`src/rtl/vote_pkg.sv`:
```
// -----------------------------------------------------------------------------
// vote_pkg
// Shared definitions for the vote_monitor slice:
//   - vote_state_e : trip FSM state encoding (OK=0, PEND=1, TRIP=2)
//   - cnt_width(n) : width needed to hold a count of 0..n
//   - TRIP_CNT_W   : width of the saturating trip-entry counter
// -----------------------------------------------------------------------------
package vote_pkg;

    localparam int TRIP_CNT_W = 8;

    typedef enum logic [1:0] {
        VS_OK   = 2'd0,
        VS_PEND = 2'd1,
        VS_TRIP = 2'd2
    } vote_state_e;

    function automatic int cnt_width(input int n);
        return $clog2(n + 1);
    endfunction

endpackage

```
`src/rtl/vote_popcount.sv`:
```
// -----------------------------------------------------------------------------
// vote_popcount
// Purely combinational population count of the (already masked) vote vector.
// Ports:
//   i_votes  in  NUM_VOTERS  one bit per failing, participating voter
//   o_count  out CNT_W       number of set bits in i_votes
// -----------------------------------------------------------------------------
module vote_popcount
    import vote_pkg::*;
#(
    parameter int NUM_VOTERS = 8,
    parameter int CNT_W      = cnt_width(NUM_VOTERS)
) (
    input  logic [NUM_VOTERS-1:0] i_votes,
    output logic [CNT_W-1:0]      o_count
);

    always_comb begin
        o_count = '0;
        for (int unsigned i = 0; i < NUM_VOTERS; i++) begin
            o_count = o_count + CNT_W'(i_votes[i]);
        end
    end

endmodule

```
`src/rtl/vote_monitor.sv`:
```
// -----------------------------------------------------------------------------
// vote_monitor
// Registered fault voter: counts failing participating voters each cycle,
// compares against a runtime allowance and raises a latched trip once the
// over-threshold condition has persisted for PERSIST consecutive samples.
// The trip holds until clear_i is seen while the condition is gone.
//
// Optional feature macro: VOTE_HISTORY_EN (sticky per-voter fail history).
//
// Ports:
//   clk           in   clock, rising edge
//   rst_n         in   asynchronous active-low reset
//   ena           in   global enable, 0 freezes all state
//   voter_i       in   per-voter fail flags
//   voter_mask_i  in   per-voter participation mask
//   threshold_i   in   tolerated failures (trip when count > threshold)
//   clear_i       in   trip acknowledge
//   fail_cnt_o    out  registered masked fail count
//   over_o        out  fail_cnt_o > threshold_i (combinational)
//   state_o       out  FSM state (OK=0, PEND=1, TRIP=2)
//   trip_o        out  high while in TRIP
//   trip_cnt_o    out  saturating count of TRIP entries
//   fail_hist_o   out  sticky fail history (0 when VOTE_HISTORY_EN undefined)
// -----------------------------------------------------------------------------
module vote_monitor
    import vote_pkg::*;
#(
    parameter int NUM_VOTERS = 8,
    parameter int PERSIST    = 3,
    parameter int CNT_W      = cnt_width(NUM_VOTERS)
) (
    input  logic                  clk,
    input  logic                  rst_n,
    input  logic                  ena,
    input  logic [NUM_VOTERS-1:0] voter_i,
    input  logic [NUM_VOTERS-1:0] voter_mask_i,
    input  logic [CNT_W-1:0]      threshold_i,
    input  logic                  clear_i,
    output logic [CNT_W-1:0]      fail_cnt_o,
    output logic                  over_o,
    output logic [1:0]            state_o,
    output logic                  trip_o,
    output logic [TRIP_CNT_W-1:0] trip_cnt_o,
    output logic [NUM_VOTERS-1:0] fail_hist_o
);

    logic [NUM_VOTERS-1:0] w_masked;
    logic [CNT_W-1:0]      w_count;
    logic [CNT_W-1:0]      r_fail_cnt;
    logic                  w_over;
    vote_state_e           r_state;
    vote_state_e           w_state_nxt;
    logic [3:0]            r_pcnt;
    logic [3:0]            w_pcnt_nxt;
    logic [TRIP_CNT_W-1:0] r_trip_cnt;
    logic                  w_enter_trip;

    assign w_masked = voter_i & voter_mask_i;

    vote_popcount #(
        .NUM_VOTERS (NUM_VOTERS),
        .CNT_W      (CNT_W)
    ) u_popcount (
        .i_votes (w_masked),
        .o_count (w_count)
    );

    // Over is judged on the registered count but the live threshold.
    assign w_over = (r_fail_cnt > threshold_i);

    // Count stage and trip-entry counter.
    always_ff @(posedge clk or negedge rst_n) begin
        if (!rst_n) begin
            r_fail_cnt <= '0;
            r_trip_cnt <= '0;
        end else if (ena) begin
            r_fail_cnt <= w_count;
            if (w_enter_trip && (r_trip_cnt != '1)) begin
                r_trip_cnt <= r_trip_cnt + TRIP_CNT_W'(1);
            end
        end
    end

    // FSM state register.
    always_ff @(posedge clk or negedge rst_n) begin
        if (!rst_n) begin
            r_state <= VS_OK;
            r_pcnt  <= '0;
        end else if (ena) begin
            r_state <= w_state_nxt;
            r_pcnt  <= w_pcnt_nxt;
        end
    end

    // FSM next-state logic.
    always_comb begin
        w_state_nxt = r_state;
        w_pcnt_nxt  = r_pcnt;
        unique case (r_state)
            VS_OK: begin
                if (w_over) begin
                    if (PERSIST == 1) begin
                        w_state_nxt = VS_TRIP;
                        w_pcnt_nxt  = '0;
                    end else begin
                        w_state_nxt = VS_PEND;
                        w_pcnt_nxt  = 4'd1;
                    end
                end
            end
            VS_PEND: begin
                if (!w_over) begin
                    w_state_nxt = VS_OK;
                    w_pcnt_nxt  = '0;
                end else if ((r_pcnt + 4'd1) == 4'(PERSIST)) begin
                    w_state_nxt = VS_TRIP;
                    w_pcnt_nxt  = '0;
                end else begin
                    w_pcnt_nxt  = r_pcnt + 4'd1;
                end
            end
            VS_TRIP: begin
                // A clear while still over is ignored; the trip stays latched.
                if (clear_i && !w_over) begin
                    w_state_nxt = VS_OK;
                    w_pcnt_nxt  = '0;
                end
            end
            default: begin
                w_state_nxt = VS_OK;
                w_pcnt_nxt  = '0;
            end
        endcase
    end

    assign w_enter_trip = (r_state != VS_TRIP) && (w_state_nxt == VS_TRIP);

    // FSM outputs.
    always_comb begin
        fail_cnt_o = r_fail_cnt;
        over_o     = w_over;
        state_o    = r_state;
        trip_o     = (r_state == VS_TRIP);
        trip_cnt_o = r_trip_cnt;
    end

`ifdef VOTE_HISTORY_EN
    logic                  w_leave_clear;
    logic [NUM_VOTERS-1:0] r_fail_hist;

    assign w_leave_clear = (r_state == VS_TRIP) && (w_state_nxt == VS_OK);

    // Leaving TRIP via clear wipes history even if a vote fails on that edge.
    always_ff @(posedge clk or negedge rst_n) begin
        if (!rst_n) begin
            r_fail_hist <= '0;
        end else if (ena) begin
            if (w_leave_clear) begin
                r_fail_hist <= '0;
            end else begin
                r_fail_hist <= r_fail_hist | w_masked;
            end
        end
    end

    assign fail_hist_o = r_fail_hist;
`else
    assign fail_hist_o = '0;
`endif

endmodule

```
`config.mk`:
```
export PLATFORM = sky130hd
export DESIGN_NAME = vote_monitor
export DESIGN_NICKNAME = d
export VERILOG_FILES = /design/src/rtl/vote_pkg.sv /design/src/rtl/vote_popcount.sv /design/src/rtl/vote_monitor.sv
export SDC_FILE = /design/constraint.sdc
export NUM_CORES = 1
export LEC_CHECK = 0
export ABC_AREA = 1
export CAP_MARGIN = 20
export CORE_UTILIZATION = 50
export DETAILED_ROUTE_END_ITERATION = 12
export HOLD_SLACK_MARGIN = 0.06
export MAX_ROUTING_LAYER = met4
export PLACE_DENSITY = 0.92
export SLEW_MARGIN = 10
export SYNTH_ARGS = -nofsm -noshare
export SYNTH_HDL_FRONTEND = slang
export SYNTH_HIERARCHICAL = 1
export SYNTH_SLANG_ARGS = --single-unit
```
`constraint.sdc`:
```
create_clock -name clk -period 5.5 [get_ports clk]
set_clock_uncertainty 0.2 [all_clocks]
set_input_delay 0.55 -clock clk [delete_from_list [all_inputs] [get_ports clk]]
set_output_delay 0.55 -clock clk [all_outputs]
set_load 0.01 [all_outputs]
```
# --- Word-level counts from Yosys, hierarchy flattened ---
# Index checks and enable logic that the tools add are counted.
classes:
  n_addsub: 9
  magnitude_cmp: 1
  eq_ne: 8
  muxes: 10
  bitwise: 1
  n_reduce_logical: 7
ops:
  columns: ["op", "n"]
  rows:
  - ["$add 4x1->4", 6]
  - ["$mux 4", 4]
  - ["$pmux 4 s3", 1]
  - ["$add 8x1->8 const B", 1]
  - ["$and 8x8->8", 1]
  - ["$mux 2", 4]
  - ["$ne 8x8->1 const B", 1]
  - ["$pmux 2 s3", 1]
  - ["$add 4x1->4 const B", 1]
  - ["$eq 2x2->1 const B", 2]
  - ["$eq 4x2->1 const B", 1]
  - ["$gt 4x4->1", 1]
  - ["$ne 2x2->1 const B", 2]
  - ["$logic_and 1x1->1", 3]
  - ["$reduce_and 3->1", 1]
  - ["$add 1x1->2", 1]
  - ["$eq 2x1->1 const B", 1]
  - ["$logic_not 2->1", 1]
  - ["$ne 2x1->1 const B", 1]
  - ["$reduce_and 2->1", 1]
  - ["$logic_not 1->1", 1]
word_totals:
  reg_bits: 18
  in_bits: 24
  output_inout_bits: 24
  wordCells: 40

# --- Logic depth before layout (Yosys ltp) ---
# Gate-level depths: netlist (run 1).
logic_depth:
  word_depth: 9
  ltp_mapped: 15
  ltp_nobuf: 15

# --- By module ---
# Netlist (run 1), hierarchy kept.
modules_own_cells:
  columns: ["mod", "n_inst", "cells_per_inst", "area_each_um2"]
  rows:
  - ["vote_monitor", 1, 180, 1307.5]
  - ["vote_popcount", 1, 29, 201.4]

# --- Worst setup path before layout (run 1) ---
# Ideal clock, no wire load.
synth_timing:
  kind: "input-to-reg"
  from: "input voter_i[0]"
  to: "register r_fail_cnt[1] (netlist: fail_cnt_o[1])"
  setup_time_ns: 0.117
  arrival_ns: 2.890
  setup_slack_ns: 2.293
  stages: 13
  n_path_buf: 0
  cell_sequence: "nand2_1 inv_1 inv_1 fa_1 fa_1 fa_1 inv_1 ha_1 inv_1 fa_1 inv_1 nand2_1 nand2_1"
synth_between:
  elab_chain_cells: 8
synth_rtl:
  columns: ["element", "line", "rtl"]
  rows:
  - ["start: declaration", "vote_monitor.sv:35", "input logic [NUM_VOTERS-1:0] voter_i,"]
  - ["$and 8x8->8", "vote_monitor.sv:58", "assign w_masked = voter_i & voter_mask_i;"]
  - ["via w_masked[0]", "vote_monitor.sv:47", "logic [NUM_VOTERS-1:0] w_masked;"]
  - ["$add 1x1->2", "vote_popcount.sv:21", "o_count = o_count + CNT_W'(i_votes[i]);"]
  - ["$add 4x1->4 (6 in series)", "vote_popcount.sv:21", null]
  - ["via w_count[1]", "vote_monitor.sv:48", "logic [CNT_W-1:0] w_count;"]
  - ["end signal: assignment", "vote_monitor.sv:77", "r_fail_cnt <= w_count;"]
  - ["end: declaration", "vote_monitor.sv:49", "logic [CNT_W-1:0] r_fail_cnt;"]
# The timed path passes the listed nets, and every way through them passes these cells.
# A chain may end at the register's enable or synchronous reset.

# --- Worst setup path in the final report (run 1) ---
layout_timing:
  from: "input voter_i[0]"
  to: "register r_fail_cnt[2] (netlist: fail_cnt_o[2])"
# Same word-level chain as after synthesis.

==> results.sh, run 1 <==
export IMPL_outcome="completed"
export IMPL_final_cell_mix="74 x nand2_1, 40 x inv_1, 39 x clkdlybuf4s50_1"
export IMPL_switching_share_pct=34.5
export IMPL_rsz0062_at_grt="false"
export IMPL_die_area_um2=3240
export IMPL_syn_area_um2=1510
export IMPL_intPower_mw=0.248
export IMPL_cp_top_family="adder cells"
export IMPL_n_antenna_cell=0
export IMPL_grt_max_degree=19
export IMPL_dp_final_hpwl_mm=2.37
export IMPL_first_global_vias=1307
export IMPL_dr_pass1_iters=4
export IMPL_grt_pass1_wl_mm=5.22
export IMPL_hold_class="reg2reg"
export IMPL_grt_total_usage_pct=20.8
export IMPL_crit_type="in2reg"
export IMPL_tightestPinTransition_ps=828
export IMPL_critPathRequiredTime_ps=5540
export IMPL_p_sw_mw=0.131
export IMPL_nets=288
export IMPL_cts_setup_buffers=0
export IMPL_drtIter0Drc=56
export IMPL_cts_tree="done"
export IMPL_p_seq_share_pct=41.9
export IMPL_synth_edf_count=0
export IMPL_ios=48
export IMPL_io_buffers=39
export IMPL_ys_top_cells_by_area="dfrtp_1 30%, nand2_1 18%, inv_1 10%"
export IMPL_fmax_mhz=287
export IMPL_synth_cells=209
export IMPL_yosys_warnings=6
export IMPL_yosysSeqAreaShare_pct=29.9
export IMPL_maxCapViolations=0
export IMPL_gp_congestion=0.807
export IMPL_final_common_cell="nand2_1"
export IMPL_ir_worst_vdd_uv=155
export IMPL_wl_mm=2.96
export IMPL_maxSlewHeadroom_pct=44.6
export IMPL_crit_fanout=2
export IMPL_grt_overflow=0
export IMPL_cts_htree_levels=1
export IMPL_clockBufferDepth=2
export IMPL_cp_cell_sequence="clkdlybuf4s50_1 > nand2_1 > inv_1 > inv_1 > fa_1 > fa_1 > fa_1 > inv_1 > ha_1 > inv_1 > fa_1 > inv_1 > nand2_1 > nand2_1 > nand2_1 > nand2_1"
export IMPL_report_final_slew_viol_count=0
export IMPL_synth_top_area_share_pct=29.9
export IMPL_synth_top_cell_by_area="dfrtp_1"
export IMPL_fin_crit_sh_pct=63.4
export IMPL_period_minus_slack_ps=3490
export IMPL_clock_sinks=18
export IMPL_synthFlopType="dfrtp_1"
export IMPL_drive_gt1_share_pct=6.43
export IMPL_fp_row_count=19
export IMPL_wire_per_inst_um=10.6
export IMPL_max_stage_delay_ps=540
export IMPL_start_util_pct=53.8
export IMPL_clk_pin_slew_ps=110
export IMPL_leakagePower_nw=1.06
export IMPL_fp_dieW_um=56.9
export IMPL_cts_made_buffers=3
export IMPL_drc=0
export IMPL_setup_viol=0
export IMPL_hold_viol_final=0
export IMPL_via_count=1373
export IMPL_antenna_found_initial=0
export IMPL_via_per_inst=4.90
export IMPL_end_kind="flip-flop"
export IMPL_p_clk_share_pct=22.0
export IMPL_cts_resized=0
export IMPL_crit_slowest_cell="fa_1"
export IMPL_core_um2=2810
export IMPL_fin_setup_tns_ps=0
export IMPL_holdWs_ps=328
export IMPL_async_flop_share_pct=100
export IMPL_clk_latency_ps=300
export IMPL_die_y_um=56.9
export IMPL_start_kind="input port"
export IMPL_ys_types=25
export IMPL_total_power_mw=0.379
export IMPL_ant_nets=0
export IMPL_area_growth_syn_to_layout_pct=28.0
export IMPL_path_buf_inv=6
export IMPL_cts_root_buf="clkbuf_4"
export IMPL_syn_avg_cell_area_um2=7.22
export IMPL_hold_buffers=0
export IMPL_p_per_area_nw_per_um2=196
export IMPL_arrival_ps=3530
export IMPL_pwr_share_comb_pct=36.1
export IMPL_nFillCells=261
export IMPL_synth_seq_cells=18
per-layer routing:
metal	vias up	wire, um	part of all wire, %	GRT usage [%]
li1	705	-	-	-
met1	629	1300	44	23.9
met2	35	1500	51	37.3
met3	4	127	4.3	4.08
met4	0	34	1.1	4.88
met5	-	0	0	-
power by group through the flow:
stage               Sequential, mW  Clock, mW  Combinational, mW
floorplan                    0.162          0             0.0844
global placement             0.160          0              0.133
detailed placement           0.162          0              0.137
CTS                          0.159     0.0863              0.138
global route                 0.162     0.0914              0.156
finish                       0.159     0.0835              0.137
registers in the layout (all words and copies together) (netlist names):
signal / flops
fail_cnt_o: 4
state_o: 2
trip_cnt_o: 8
r_pcnt: 4
kinds of logic after synthesis:
kind of cell / Yosys count / share of synthesized area (%)
AO/OA/AOI/OAI: 7 / 2.74
other: 1 / 0.249
XOR/XNOR: 5 / 2.90
flip-flops: 18 / 29.9
adder cells (fa/ha/maj): 14 / 13.6
buffers and inverters: 52 / 15.0
AND/OR/NAND/NOR: 112 / 35.7
per-stage QoR:
step	util (%)	cell area (um^2)	worst slack, ps	cells
2_1_floorplan	-	1540	2290	216
3_3_place_gp	67.6	1900	1790	276
3_5_place_dp	67.6	1900	1720	276
4_1_cts	68.9	1930	2030	280
5_1_grt	68.9	1930	1850	280
6_report	68.9	1930	2010	280
synthesized netlist by cell type (all sizes together) (2+ instances only):
cell and n:
nand2 77, inv 42, nand4 10, o21ai 3, a21oi 3, ha 10, fa 4, xor2 3
xnor2 2, nor2 10, buf 10, dfrtp 18, nand3 14
path summary, 6_finish.rpt:
| kind | from | end | slack, ps | cells past startpoint |
|---|---|---|---|---|
| worst max-delay path | voter_i[0] | fail_cnt_o[2]$_DFFE_PN0P_ | 2010 | 16 |
| worst min-delay path | fail_cnt_o[1]$_DFFE_PN0P_ | fail_cnt_o[1]$_DFFE_PN0P_ | 330 | 2 |
| worst max register to register | fail_cnt_o[3]$_DFFE_PN0P_ | trip_cnt_o[3]$_DFFE_PN0P_ | 3530 | 10 |
| worst min register to register | fail_cnt_o[1]$_DFFE_PN0P_ | fail_cnt_o[1]$_DFFE_PN0P_ | 330 | 2 |
| max in group asynchronous | rst_n | trip_cnt_o[3]$_DFFE_PN0P_ | 4070 | 1 |
| min in group asynchronous | rst_n | r_pcnt[1]$_DFFE_PN0P_ | 520 | 1 |
worst min-delay path, cell delays in order, from the launching register on:
cell     delay (ps)
dfrtp_1         390
nand2_1          60
nand2_1          50
cell type report:
type / instances / area [um^2] / share of cell area [%]
inverters: 42 / 158 / 8.16
flip-flops and latches: 18 / 450 / 23.3
clock buffers: 4 / 36.3 / 1.88
well taps: 31 / 38.8 / 2.01
multi-input cells: 146 / 858 / 44.4
repair buffers: 39 / 390 / 20.2
Power figures use the tool's default switching activity.
==> run 2, diff against run 1 <==
--- a/config.mk
+++ b/config.mk
@@ -7,11 +7,11 @@
 export LEC_CHECK = 0
 export ABC_AREA = 1
 export CAP_MARGIN = 20
-export CORE_UTILIZATION = 50
+export CORE_UTILIZATION = 42
 export DETAILED_ROUTE_END_ITERATION = 12
 export HOLD_SLACK_MARGIN = 0.06
 export MAX_ROUTING_LAYER = met4
-export PLACE_DENSITY = 0.92
+export PLACE_DENSITY = 0.83
 export SLEW_MARGIN = 10
 export SYNTH_ARGS = -nofsm -noshare
 export SYNTH_HDL_FRONTEND = slang
==> constraint.sdc (replaced) <==
create_clock -name clk -period 2.9 [get_ports clk]
set_clock_uncertainty 0.2 [all_clocks]
set_input_delay 0.29 -clock clk [delete_from_list [all_inputs] [get_ports clk]]
set_output_delay 0.29 -clock clk [all_outputs]
set_load 0.01 [all_outputs]
==> run 2 against run 1 <==
Effect of this change:
- sequential power grew 89%
- design area is 2.7% higher
- register-to-register slack got worse by 2500 ps
- power up 93%
- sequential share of layout area down 0.60 points
- worst setup slack lost 2000 ps
- utilization shrank 10 points
- wire length fell by 1.8%
- critical path type unchanged
- largest power group unchanged
==> results.sh, run 2 (synthesis gave the netlist of run 1 again) <==
export IMPL_ios=48
export IMPL_fin_util_pct=58.5
export IMPL_p_sw_mw=0.253
export IMPL_first_global_vias=1197
export IMPL_tightestPinTransition_ps=817
export IMPL_outcome="completed"
export IMPL_drive_gt1_share_pct=13.9
export IMPL_ant_nets=0
export IMPL_dp_final_hpwl_mm=2.24
export IMPL_end_kind="flip-flop"
export IMPL_crit_fanout=2
export IMPL_p_seq_share_pct=41.0
export IMPL_drc=0
export IMPL_die_area_um2=3840
export IMPL_crit_type="in2reg"
export IMPL_via_per_inst=4.49
export IMPL_clk_latency_ps=300
export IMPL_clk_pin_slew_ps=110
export IMPL_leakagePower_nw=1.08
export IMPL_fp_dieW_um=61.9
export IMPL_cts_tree="done"
export IMPL_report_final_slew_viol_count=0
export IMPL_largest_register_ff_count=8
export IMPL_cp_top_family="adder cells"
export IMPL_fp_row_count=21
export IMPL_gp_congestion=0.805
export IMPL_start_util_pct=44.5
export IMPL_critPathRequiredTime_ps=2910
export IMPL_antenna_found_initial=0
export IMPL_clockBufferDepth=2
export IMPL_switching_share_pct=34.5
export IMPL_wl_mm=2.91
export IMPL_cts_made_buffers=3
export IMPL_dr_pass1_iters=6
export IMPL_placed_cell_area_um2=1930
export IMPL_crit_top_cell="inv_2"
export IMPL_final_cell_mix="72 x nand2_1, 34 x inv_1, 33 x clkdlybuf4s50_1"
export IMPL_area_growth_syn_to_layout_pct=31.4
export IMPL_drtIter0Drc=70
export IMPL_clock_sinks=18
export IMPL_ir_worst_vdd_uv=218
export IMPL_hold_class="in2async"
export IMPL_rsz0062_at_grt="true"
export IMPL_hold_viol_final=0
export IMPL_final_common_cell="nand2_1"
export IMPL_finalNonFillerCells=298
export IMPL_total_power_mw=0.733
export IMPL_fmax_mhz=352
export IMPL_dp_cells=293
export IMPL_core_um2=3390
export IMPL_n_antenna_cell=0
export IMPL_grt_total_usage_pct=17.7
export IMPL_cp_cell_sequence="buf_6 > nand2_4 > inv_2 > inv_2 > fa_1 > fa_1 > fa_1 > inv_1 > ha_2 > inv_2 > fa_2 > inv_2 > nand2_2 > nand2_1"
export IMPL_start_kind="input port"
export IMPL_crit_slowest_cell="fa_1"
export IMPL_intPower_mw=0.480
export IMPL_period_minus_slack_ps=2840
export IMPL_cts_root_buf="clkbuf_4"
export IMPL_io_buffers=39
export IMPL_max_stage_delay_ps=550
export IMPL_via_count=1338
export IMPL_fin_crit_sh_pct=97.9
export IMPL_wire_per_inst_um=9.77
export IMPL_grt_max_degree=19
export IMPL_grt_overflow=0
export IMPL_crit_cells=14
export IMPL_holdWs_ps=244
export IMPL_nets=291
export IMPL_path_buf_inv=6
export IMPL_rr_worst_depth=11
export IMPL_p_per_area_nw_per_um2=370
export IMPL_arrival_ps=2850
export IMPL_setup_viol=0
export IMPL_maxCapViolations=0
export IMPL_design_area_um2=1980
export IMPL_p_clk_share_pct=21.6
export IMPL_pwr_share_comb_pct=37.4
export IMPL_cts_htree_levels=1
export IMPL_grt_pass1_wl_mm=4.89
export IMPL_die_y_um=61.9
export IMPL_maxSlewHeadroom_pct=45.4
==> run 2: changes by cell type in the layout (fill, tap and decap cells not counted), moves of 2 or more <==
cell | before | now
clkdlybuf4s50_1 | 39 | 33
buf_2 | 0 | 2
inv_1 | 40 | 34
buf_6 | 0 | 4
inv_2 | 2 | 8
nand2_1 | 74 | 72
buf_4 | 0 | 3
==> run 2: repair_timing <==
item / 4_1_cts / 5_1_grt
setup endpoints to repair: 3 / 2
setup buffers: 1 / 0
resized for setup: 27 / 6
hold buffers: 0 / 0
pin swaps: 8 / 7
==> run 2: path summary, 6_finish.rpt <==
kind / start / slack (ps) / endpoint
min reg2reg: r_pcnt[3]$_DFFE_PN0P_ / 320 / r_pcnt[3]$_DFFE_PN0P_
max reg2reg: fail_cnt_o[1]$_DFFE_PN0P_ / 1010 / r_pcnt[0]$_DFFE_PN0P_
min in group clk: r_pcnt[3]$_DFFE_PN0P_ / 320 / r_pcnt[3]$_DFFE_PN0P_
min: rst_n / 240 / r_pcnt[3]$_DFFE_PN0P_
max: voter_i[3] / 60 / fail_cnt_o[1]$_DFFE_PN0P_
max in group asynchronous: rst_n / 1740 / fail_cnt_o[3]$_DFFE_PN0P_
==> run 2: cell type report <==
class,count,area [um^2]
fillers,302,1410
flip-flops and latches,18,450
inverters,42,158
multi-input cells,146,873
repair buffers,42,408
clock buffers,4,36.3
well taps,46,57.6
==> run 2: through the flow <==
| stage | TNS [ps] | setup WS (ps) |
|---|---|---|
| after global placement | -1580 | -537 |
| after CTS | -17.8 | -17.8 |
| after global routing | -1.36 | -1.36 |
| after detailed placement | -1960 | -655 |
| final | 0 | 61.0 |
| after floorplan | -78.5 | -46.6 |
==> run 2: layer usage <==
layer  vias up  track usage [%]  routed length [um]
met3         0             4.97                  97
li1        710                -                   -
met5         -                -                   0
met2        25             30.1                1430
met1       603             21.1                1380
met4         0             2.86                   0
==> run 2: power groups by stage <==
stage | clock network [mW] | registers, mW | logic [mW]
finish | 0.159 | 0.301 | 0.274
global route | 0.175 | 0.306 | 0.311
CTS | 0.168 | 0.301 | 0.270
detailed placement | 0 | 0.306 | 0.264
global placement | 0 | 0.305 | 0.257
floorplan | 0 | 0.308 | 0.160
==> run 3, diff against run 2 <==
--- a/config.mk
+++ b/config.mk
@@ -12,6 +12,7 @@
 export HOLD_SLACK_MARGIN = 0.06
 export MAX_ROUTING_LAYER = met4
 export PLACE_DENSITY = 0.83
+export SETUP_SLACK_MARGIN = 0.02
 export SLEW_MARGIN = 10
 export SYNTH_ARGS = -nofsm -noshare
 export SYNTH_HDL_FRONTEND = slang
==> run 3 against run 2 <==
Effect of this change:
- wire length down 0.48%
- worst setup slack better by 59 ps
- cell count is 0.34% lower
- global-route usage grew 0.79 points
==> results.sh, run 3 (synthesis gave the netlist of run 1 again) <==
export IMPL_grt_overflow=0
export IMPL_outcome="completed"
export IMPL_first_global_vias=1254
export IMPL_dp_final_hpwl_mm=2.25
export IMPL_ant_nets=0
export IMPL_period_minus_slack_ps=2780
export IMPL_hold_buffers=0
export IMPL_leakagePower_nw=1.08
export IMPL_maxSlewHeadroom_pct=43.7
export IMPL_ios=48
export IMPL_via_count=1344
export IMPL_setup_viol=0
export IMPL_max_stage_delay_ps=550
export IMPL_area_growth_syn_to_layout_pct=31.2
export IMPL_cts_made_buffers=3
export IMPL_cts_setup_buffers=0
export IMPL_wl_mm=2.90
export IMPL_dp_cells=293
export IMPL_drtIter0Drc=71
export IMPL_hold_class="in2async"
export IMPL_cp_top_family="adder cells"
export IMPL_crit_fanout=2
export IMPL_p_per_area_nw_per_um2=369
export IMPL_setup_slack_ps=120
export IMPL_tightestPinTransition_ps=842
export IMPL_gp_congestion=0.829
export IMPL_holdWs_ps=252
export IMPL_ir_worst_vdd_uv=178
export IMPL_rsz0062_at_grt="true"
export IMPL_fp_dieW_um=61.9
export IMPL_path_buf_inv=6
export IMPL_end_kind="flip-flop"
export IMPL_crit_type="in2reg"
export IMPL_clk_latency_ps=310
export IMPL_wire_per_inst_um=9.75
export IMPL_critPathRequiredTime_ps=2910
export IMPL_antenna_found_initial=0
export IMPL_multi_input_area_um2=871
export IMPL_cts_htree_levels=1
export IMPL_final_common_cell="nand2_1"
export IMPL_cts_root_buf="clkbuf_4"
export IMPL_dp_slack_ps=-621
export IMPL_crit_slowest_cell="fa_1"
export IMPL_cp_cell_sequence="buf_6 > nand2_4 > inv_2 > inv_2 > fa_1 > fa_1 > fa_1 > inv_1 > ha_2 > inv_2 > fa_1 > inv_1 > nand2_1 > nand2_1"
export IMPL_finalNonFillerCells=297
export IMPL_n_antenna_cell=0
export IMPL_fp_row_count=21
export IMPL_via_per_inst=4.53
export IMPL_grt_total_usage_pct=18.5
export IMPL_report_final_slew_viol_count=0
export IMPL_start_util_pct=44.5
export IMPL_die_area_um2=3840
export IMPL_nets=290
export IMPL_drc=0
export IMPL_maxCapViolations=0
export IMPL_largest_register_ff_count=8
export IMPL_fmax_mhz=360
export IMPL_fin_crit_sh_pct=95.9
export IMPL_dr_pass1_iters=4
export IMPL_final_cell_mix="72 x nand2_1, 34 x inv_1, 33 x clkdlybuf4s50_1"
export IMPL_drive_gt1_share_pct=13.1
export IMPL_cts_tree="done"
export IMPL_fin_util_pct=58.4
export IMPL_die_y_um=61.9
export IMPL_hold_viol_final=0
export IMPL_io_buffers=39
export IMPL_clock_sinks=18
export IMPL_clockBufferDepth=2
export IMPL_start_kind="input port"
export IMPL_grt_pass1_wl_mm=5.09
export IMPL_core_um2=3390
export IMPL_crit_top_cell="fa_1"
export IMPL_arrival_ps=2790
export IMPL_grt_max_degree=19
export IMPL_seqCellArea_um2=450
export IMPL_nFillCells=311
export IMPL_clk_pin_slew_ps=110
-- run 3: metal layers --
layer	track usage, %	vias to the layer above	share of wire [%]
met3	1.86	5	2.6
met4	7.30	0	1.6
li1	-	708	-
met2	31.5	22	51
met5	-	-	0
met1	22.4	609	45
-- run 3: final cells by class --
cell class / instances / share of cell area (%)
Clock buffer: 4 / 1.83
Inverter: 42 / 7.96
Multi-Input combinational cell: 146 / 44.0
Sequential cell: 18 / 22.8
Tap cell: 46 / 2.91
Timing Repair Buffer: 41 / 20.5
-- run 3: repair_timing --
item | 4_1_cts | 5_1_grt
gates cloned | 0 | 0
pin swaps | 8 | 7
resized for setup | 24 | 9
endpoints found under the setup margin | 3 | 2
-- run 3: worst register-to-register path: stages (launching register included) --
cell and delay, ps:
dfrtp_1 420, ha_1 300, nand2_1 60, inv_2 50, nand2_1 50, nand2_1 130, nand3_4 130, nor2_8 180
nand3_4 140, nand2_1 90, nand2_1 50
-- run 3: path summary, 6_finish.rpt --
| path | from | to | slack, ps | cells past startpoint |
|---|---|---|---|---|
| max in group asynchronous | rst_n | fail_cnt_o[3]$_DFFE_PN0P_ | 1730 | 1 |
| setup / recovery | voter_i[1] | fail_cnt_o[1]$_DFFE_PN0P_ | 120 | 14 |
| hold / removal | rst_n | r_pcnt[2]$_DFFE_PN0P_ | 250 | 1 |
| setup reg to reg | fail_cnt_o[3]$_DFFE_PN0P_ | trip_cnt_o[6]$_DFFE_PN0P_ | 1000 | 10 |
| hold reg to reg | r_pcnt[3]$_DFFE_PN0P_ | r_pcnt[3]$_DFFE_PN0P_ | 320 | 2 |
| min in group clk | r_pcnt[3]$_DFFE_PN0P_ | r_pcnt[3]$_DFFE_PN0P_ | 320 | 2 |
-- run 3: per-stage QoR --
stage | TNS (ps) | instance area (um^2) | power (mW)
finish | 0 | 1980 | 0.731
global route | -3.24 | 1980 | 0.787
CTS | -9.07 | 1950 | 0.734
detailed placement | -1790 | 1930 | 0.570
global placement | -1580 | 1930 | 0.562
floorplan | -78.5 | 1540 | 0.468
-- run 3: power breakdown --
group | leakage, nW | switching, mW | internal, mW | total (mW)
Combinational | 0.813 | 0.143 | 0.125 | 0.268
Sequential | 0.245 | 0.0263 | 0.274 | 0.301
Clock | 0.0210 | 0.0859 | 0.0767 | 0.163
Total | 1.08 | 0.255 | 0.476 | 0.731
